<file path="src/rtl/mips_pkg.sv">
// Shared MIPS register-file types and constants used by the write-back path.
package mips_pkg;

  localparam int DATA_W = 32;
  localparam int ADDR_W = 5;
  localparam logic [ADDR_W-1:0] ZERO_REG = 5'd0;

  typedef struct packed {
    logic [ADDR_W-1:0] addr;
    logic [DATA_W-1:0] data;
  } wb_entry_t;

  localparam int ENTRY_W = $bits(wb_entry_t);

endpackage

</file>
<file path="src/rtl/wb_fifo.sv">
// In-order FIFO of write-back entries; also exposes its contents head-first
// so the forwarding logic can search every pending write.
module wb_fifo
  import mips_pkg::*;
#(
  parameter int DEPTH = 2,
  localparam int PW = $clog2(DEPTH),
  localparam int CW = $clog2(DEPTH + 1)
) (
  input  logic                     clk_i,
  input  logic                     rst_ni,
  input  logic                     push_i,
  input  wb_entry_t                entry_i,
  input  logic                     pop_i,
  output wb_entry_t                head_o,
  output logic                     full_o,
  output logic                     empty_o,
  output logic [CW-1:0]            count_o,
  output logic [DEPTH*ENTRY_W-1:0] entries_o,
  output logic [DEPTH-1:0]         valid_o
);

  wb_entry_t     mem [DEPTH];
  logic [PW:0]   wr_ptr;
  logic [PW:0]   rd_ptr;
  logic [PW:0]   ptr_diff;

  always_ff @(posedge clk_i or negedge rst_ni) begin
    if (!rst_ni) begin
      wr_ptr <= '0;
      rd_ptr <= '0;
    end else begin
      if (push_i) wr_ptr <= wr_ptr + 1'b1;
      if (pop_i)  rd_ptr <= rd_ptr + 1'b1;
    end
  end

  // Storage needs no reset: an entry is only visible once its pointer says so.
  always_ff @(posedge clk_i) begin
    if (push_i) mem[wr_ptr[PW-1:0]] <= entry_i;
  end

  assign ptr_diff = wr_ptr - rd_ptr;
  assign count_o  = CW'(ptr_diff);
  assign empty_o  = (wr_ptr == rd_ptr);
  assign full_o   = (wr_ptr[PW] != rd_ptr[PW]) && (wr_ptr[PW-1:0] == rd_ptr[PW-1:0]);
  assign head_o   = mem[rd_ptr[PW-1:0]];

  // Slot i of the flattened view is the i-th oldest entry (slot 0 = head).
  always_comb begin
    entries_o = '0;
    valid_o   = '0;
    for (int i = 0; i < DEPTH; i++) begin
      entries_o[i*ENTRY_W +: ENTRY_W] = mem[rd_ptr[PW-1:0] + PW'(i)];
      valid_o[i] = ((PW+1)'(i) < ptr_diff);
    end
  end

endmodule

</file>
<file path="src/rtl/mips_wb_ctrl.sv">
// Write-back controller: queues pipeline write-backs, arbitrates the register
// file write port against load returns, and forwards pending values to readers.
module mips_wb_ctrl
  import mips_pkg::*;
#(
  parameter int DATA_W = mips_pkg::DATA_W,
  parameter int ADDR_W = mips_pkg::ADDR_W,
  parameter int DEPTH  = 2,
  localparam int CW    = $clog2(DEPTH + 1)
) (
  input  logic              clk_i,
  input  logic              rst_ni,
  input  logic              wb_valid_i,
  output logic              wb_ready_o,
  input  logic [ADDR_W-1:0] wb_addr_i,
  input  logic [DATA_W-1:0] wb_data_i,
  input  logic              ld_we_i,
  input  logic [ADDR_W-1:0] ld_addr_i,
  input  logic [DATA_W-1:0] ld_data_i,
  output logic              rf_we3_o,
  output logic [ADDR_W-1:0] rf_addr3_o,
  output logic [DATA_W-1:0] rf_wd3_o,
  input  logic [ADDR_W-1:0] rd_addr1_i,
  input  logic [ADDR_W-1:0] rd_addr2_i,
  input  logic [DATA_W-1:0] rf_rd1_i,
  input  logic [DATA_W-1:0] rf_rd2_i,
  output logic [DATA_W-1:0] rd1_o,
  output logic [DATA_W-1:0] rd2_o,
  output logic [CW-1:0]     pending_o
);

  wb_entry_t                head;
  logic                     fifo_full;
  logic                     fifo_empty;
  logic                     fifo_push;
  logic                     fifo_pop;
  logic                     ld_go;
  logic [DEPTH*ENTRY_W-1:0] entries;
  logic [DEPTH-1:0]         entries_vld;

  // Handshake: a request transfers on a rising edge where wb_valid_i and
  // wb_ready_o are both high; ready depends only on registered occupancy, never
  // on a same-cycle pop. Transfers to register 0 are consumed but not queued.
  assign wb_ready_o = !fifo_full;
  assign fifo_push  = wb_valid_i && !fifo_full && (wb_addr_i != ZERO_REG);

  // A load return to r0 writes nothing, so it does not block draining.
  assign ld_go    = rst_ni && ld_we_i && (ld_addr_i != ZERO_REG);
  assign fifo_pop = !fifo_empty && !ld_go;

  wb_fifo #(.DEPTH(DEPTH)) u_fifo (
    .clk_i     (clk_i),
    .rst_ni    (rst_ni),
    .push_i    (fifo_push),
    .entry_i   ('{addr: wb_addr_i, data: wb_data_i}),
    .pop_i     (fifo_pop),
    .head_o    (head),
    .full_o    (fifo_full),
    .empty_o   (fifo_empty),
    .count_o   (pending_o),
    .entries_o (entries),
    .valid_o   (entries_vld)
  );

  always_comb begin
    rf_we3_o   = 1'b0;
    rf_addr3_o = '0;
    rf_wd3_o   = '0;
    if (ld_go) begin
      rf_we3_o   = 1'b1;
      rf_addr3_o = ld_addr_i;
      rf_wd3_o   = ld_data_i;
    end else if (!fifo_empty) begin
      rf_we3_o   = 1'b1;
      rf_addr3_o = head.addr;
      rf_wd3_o   = head.data;
    end
  end

  // Queue entries commit after any concurrent load write, so the youngest queue
  // match outranks the load, which outranks the raw register file value.
  function automatic logic [DATA_W-1:0] fwd(
    input logic [ADDR_W-1:0]        ra,
    input logic [DATA_W-1:0]        raw,
    input logic [DEPTH*ENTRY_W-1:0] ents,
    input logic [DEPTH-1:0]         vld,
    input logic                     ld_en,
    input logic [ADDR_W-1:0]        ld_addr,
    input logic [DATA_W-1:0]        ld_data
  );
    wb_entry_t e;
    fwd = raw;
    if (ld_en && (ld_addr == ra)) fwd = ld_data;
    for (int i = 0; i < DEPTH; i++) begin
      e = ents[i*ENTRY_W +: ENTRY_W];
      if (vld[i] && (e.addr == ra)) fwd = e.data;
    end
    if (ra == ZERO_REG) fwd = '0;
  endfunction

  always_comb begin
    rd1_o = fwd(rd_addr1_i, rf_rd1_i, entries, entries_vld, ld_go, ld_addr_i, ld_data_i);
    rd2_o = fwd(rd_addr2_i, rf_rd2_i, entries, entries_vld, ld_go, ld_addr_i, ld_data_i);
  end

endmodule

</file>
<file path="config.mk">
export PLATFORM = sky130hd
export DESIGN_NAME = mips_wb_ctrl
export DESIGN_NICKNAME = d
export VERILOG_FILES = /design/src/rtl/mips_pkg.sv /design/src/rtl/wb_fifo.sv /design/src/rtl/mips_wb_ctrl.sv
export SDC_FILE = /design/constraint.sdc
export NUM_CORES = 1
export LEC_CHECK = 0
export CAP_MARGIN = 30
export CORE_MARGIN = 2
export CORE_UTILIZATION = 37
export CTS_BUF_LIST = sky130_fd_sc_hd__clkbuf_16
export DETAILED_ROUTE_END_ITERATION = 6
export GPL_TIMING_DRIVEN = 0
export PLACE_DENSITY = 0.68
export SLEW_MARGIN = 5
export SYNTH_ARGS = -nofsm -noshare
export SYNTH_HDL_FRONTEND = slang
export SYNTH_SLANG_ARGS = --single-unit
export TNS_END_PERCENT = 30
</file>
<file path="constraint.sdc">
create_clock -name clk_i -period 3.4 [get_ports clk_i]
set_input_delay 0.51 -clock clk_i [delete_from_list [all_inputs] [get_ports clk_i]]
set_output_delay 0.51 -clock clk_i [all_outputs]
set_load 0.02 [all_outputs]
</file>
==> out/qor.yml <==
timing:
  fin_ws_ps: 82.09
  skew_ps: 13.30
  rsz0062_at_grt: "yes"
  fmax_ghz: 0.3014
  finalSetupViolations: 0
  drv_slew: 0
  slew_headroom: 0.5103
  min_period_ps: 3318
  finalHoldViolations: 0
  period_share: 0.9759
  worst_pin_slew_ps: 732.9
setup_path:
  cp_slowest_cell: "dfrtp_1"
  r2r_setup_slack_ps: 1010
  cp_cell_sequence: "buf_6, buf_12, mux2i_1, xor2_1, nand4_4, buf_4, buf_12, mux2i_1, o21ai_1, clkdlybuf4s15_2"
  path_class: "reg -> out"
  cp_data_required_time_ps: 2890
  start_kind: "register"
  end_kind: "output port"
  max_stage_delay_ps: 400
  worstRegToRegCells: 6
  cp_max_fo: 10
  arrival_ps: 2810
placed_design:
  io_buffers: 256
  dp_hpwl_um: 17650
  place_congestion: 0.8274
  placedCellCount: 1123
  pre_cts_ws_ps: -649.3
die:
  die-area_um2: 18620
  start_util: 0.3766
  core-area_um2: 17240
  die_h_um: 136.5
  num_io_pins: 257
  placementRows: 48
  die_x_um: 136.5
grt:
  grt_antenna_before_repair: 0
  use_met1: 0.3145
  grt_busiest_layer: "met2"
  grt_pass1_vias: 6481
  grt_start_max_net_pins: 22
  grt_overflow: 0
  grt_pass1_wl_um: 35690
  track_usage: 0.2562
  met2_usage: 0.4389
  grt_util_met3: 0.06152
drt:
  vias: 6165
  antenna_left: 0
  firstDrtPassIters: 5
  wl_per_cell_um: 20.75
  drcViolationCount: 0
  drt_iter0_markers: 323
  vias_per_cell: 5.333
  wl_um: 23990
power:
  p_comb_frac: 0.667
  power.density_nw_per_um2: 726.9
  ir_worst_vdd_v: 0.0004894
  seq_power_share: 0.215
  clock_power_share: 0.117
  power.internal_w: 0.004005
  p_sw_frac: 0.4394
  p_sw_w: 0.003140
  p_leak_nw: 4.108
run:
  drv_cap: 0
cells_and_area:
  final_nets: 1079
  layout_commonest_cell: "clkdlybuf4s50_1"
  post-route-util: 0.5703
  layout_common_cells: "183 x clkdlybuf4s50_1, 128 x mux2_2, 74 x edfxtp_1"
  antenna_cells: 0
  fin_cells: 1156
  drive_gt1_frac: 0.2771
  syn2layout_area_growth_pct: 51.43
clock_network:
  cts_max_level: 3
  clk_pin_slew_worst_paths_ps: 60
  cts-buffers-inserted: 9
  clock_tree.root_cell: "clkbuf_16"
  cts_tree: "done"
  hold_buffers: 0
  clk_latency_ps: 340
  clk_path_buf_depth: 2
  cts.sinks: 78
synth:
  syn_nets: 793
  syn-cell-area_um2: 6491
  ys_warn_count: 0
  syn_inst: 640
  postSynthAreaPerCell_um2: 10.14
  synth.distinct_cells: 31
  ys_seq_elements: 78
  seq_area_frac_synth: 0.3577
min_path:
  hold_class: "in -> async"
outcome:
  status: "finished clean"
[cell type report]
type | instances | area (um^2)
plain buffers | 50 | 379.1
repair buffers | 275 | 2661
well taps | 225 | 281.5
inverters | 3 | 11.26
fillers | 1580 | 7407
flip-flops and latches | 78 | 2323
clock buffers | 9 | 225.2
multi-input cells | 509 | 3919
clock inverters | 7 | 28.78
[worst paths after layout]
kind                                   from           endpoint
setup reg to reg           u_fifo.wr_ptr[0]  u_fifo.mem[1][18]
max in group asynchronous            rst_ni   u_fifo.wr_ptr[0]
min in group clk_i         u_fifo.wr_ptr[1]   u_fifo.wr_ptr[1]
setup / recovery           u_fifo.rd_ptr[0]           rd1_o[5]
hold reg to reg            u_fifo.wr_ptr[1]   u_fifo.wr_ptr[1]
hold / removal                       rst_ni   u_fifo.rd_ptr[0]
[power by group through the flow]
stage / registers, W / logic [W] / clock network, W
after floorplan: 0.00153 / 0.00282 / 0
after global placement: 0.00156 / 0.00468 / 0
after detailed placement: 0.00155 / 0.00479 / 0
after CTS: 0.00154 / 0.00480 / 0.000853
after global routing: 0.00157 / 0.00511 / 0.000896
final: 0.00154 / 0.00477 / 0.000837
[cell usage after synthesis (all sizes together)]
library cell,count,share of area
o21ai,98,0.076
edfxtp,74,0.34
nand3,66,0.051
nand4,6,0.010
mux2,128,0.22
xnor2,16,0.022
nand2,72,0.042
ha,1,0.0019
mux2i,74,0.12
nand2b,3,0.0029
a21o,2,0.0023
xor2,19,0.026
and2,2,0.0019
o211ai,1,0.0012
buf,29,0.030
o31ai,3,0.0035
nor2,6,0.0035
nor3,9,0.010
a21oi,1,0.00077
dfrtp,4,0.015
clkbuf,21,0.012
xnor3,1,0.0035
or4,1,0.0012
inv,3,0.0017
[critical path, delay by kind of cell, from the launching register on]
family                 cells  cell delay, ps
AND/OR/NAND/NOR            1             150
AO/OA/AOI/OAI              1             180
multiplexers               2             500
XOR/XNOR                   1             290
flip-flops                 1             400
buffers and inverters      5             930
[metal layers]
metal / share of wire / vias to the layer above / wire (um)
li1: - / 2944 / -
met1: 0.41 / 2915 / 9913
met2: 0.49 / 266 / 11750
met3: 0.072 / 40 / 1728
met4: 0.025 / 0 / 593
met5: 0 / - / 0
[metrics by stage]
stage                     total power (W)  hold slack [ps]  area (um^2)  setup TNS, ps
after detailed placement         0.006335            521.7         9405         -49290
final                            0.007145            145.9         9829              0
after global placement           0.006242            483.4         9335        -130840
after global routing             0.007569            150.0         9829         -522.3
after floorplan                  0.004347            214.4         6491              0
after CTS                        0.007187            142.8         9901         -122.9
[cell families (layout without fill, tap and decap cells)]
group / after synthesis / after routing / synth area share
DFF: 78 / 78 / 0.3577
muxes: 202 / 202 / 0.3400
AOI/OAI and AO/OA: 105 / 105 / 0.08327
adders and majority gates: 1 / 1 / 0.001927
buffers and inverters: 53 / 344 / 0.04395
and+or+nand+nor: 165 / 165 / 0.1224
xor gates and xnor gates: 36 / 36 / 0.05069
[sequential cells by signal, indices dropped and copies added (netlist names)]
| register | cells |
|---|---|
| u_fifo.rd_ptr | 2 |
| u_fifo.mem | 74 |
| u_fifo.wr_ptr | 2 |
[what timing repair did]
item	4_1_cts	5_1_grt
resized for setup	218	52
buffers inserted	12	3
setup endpoints to repair	99	90
pin swaps	6	3
gates cloned	2	0
Note: power is estimated with default switching activity, not from simulation.
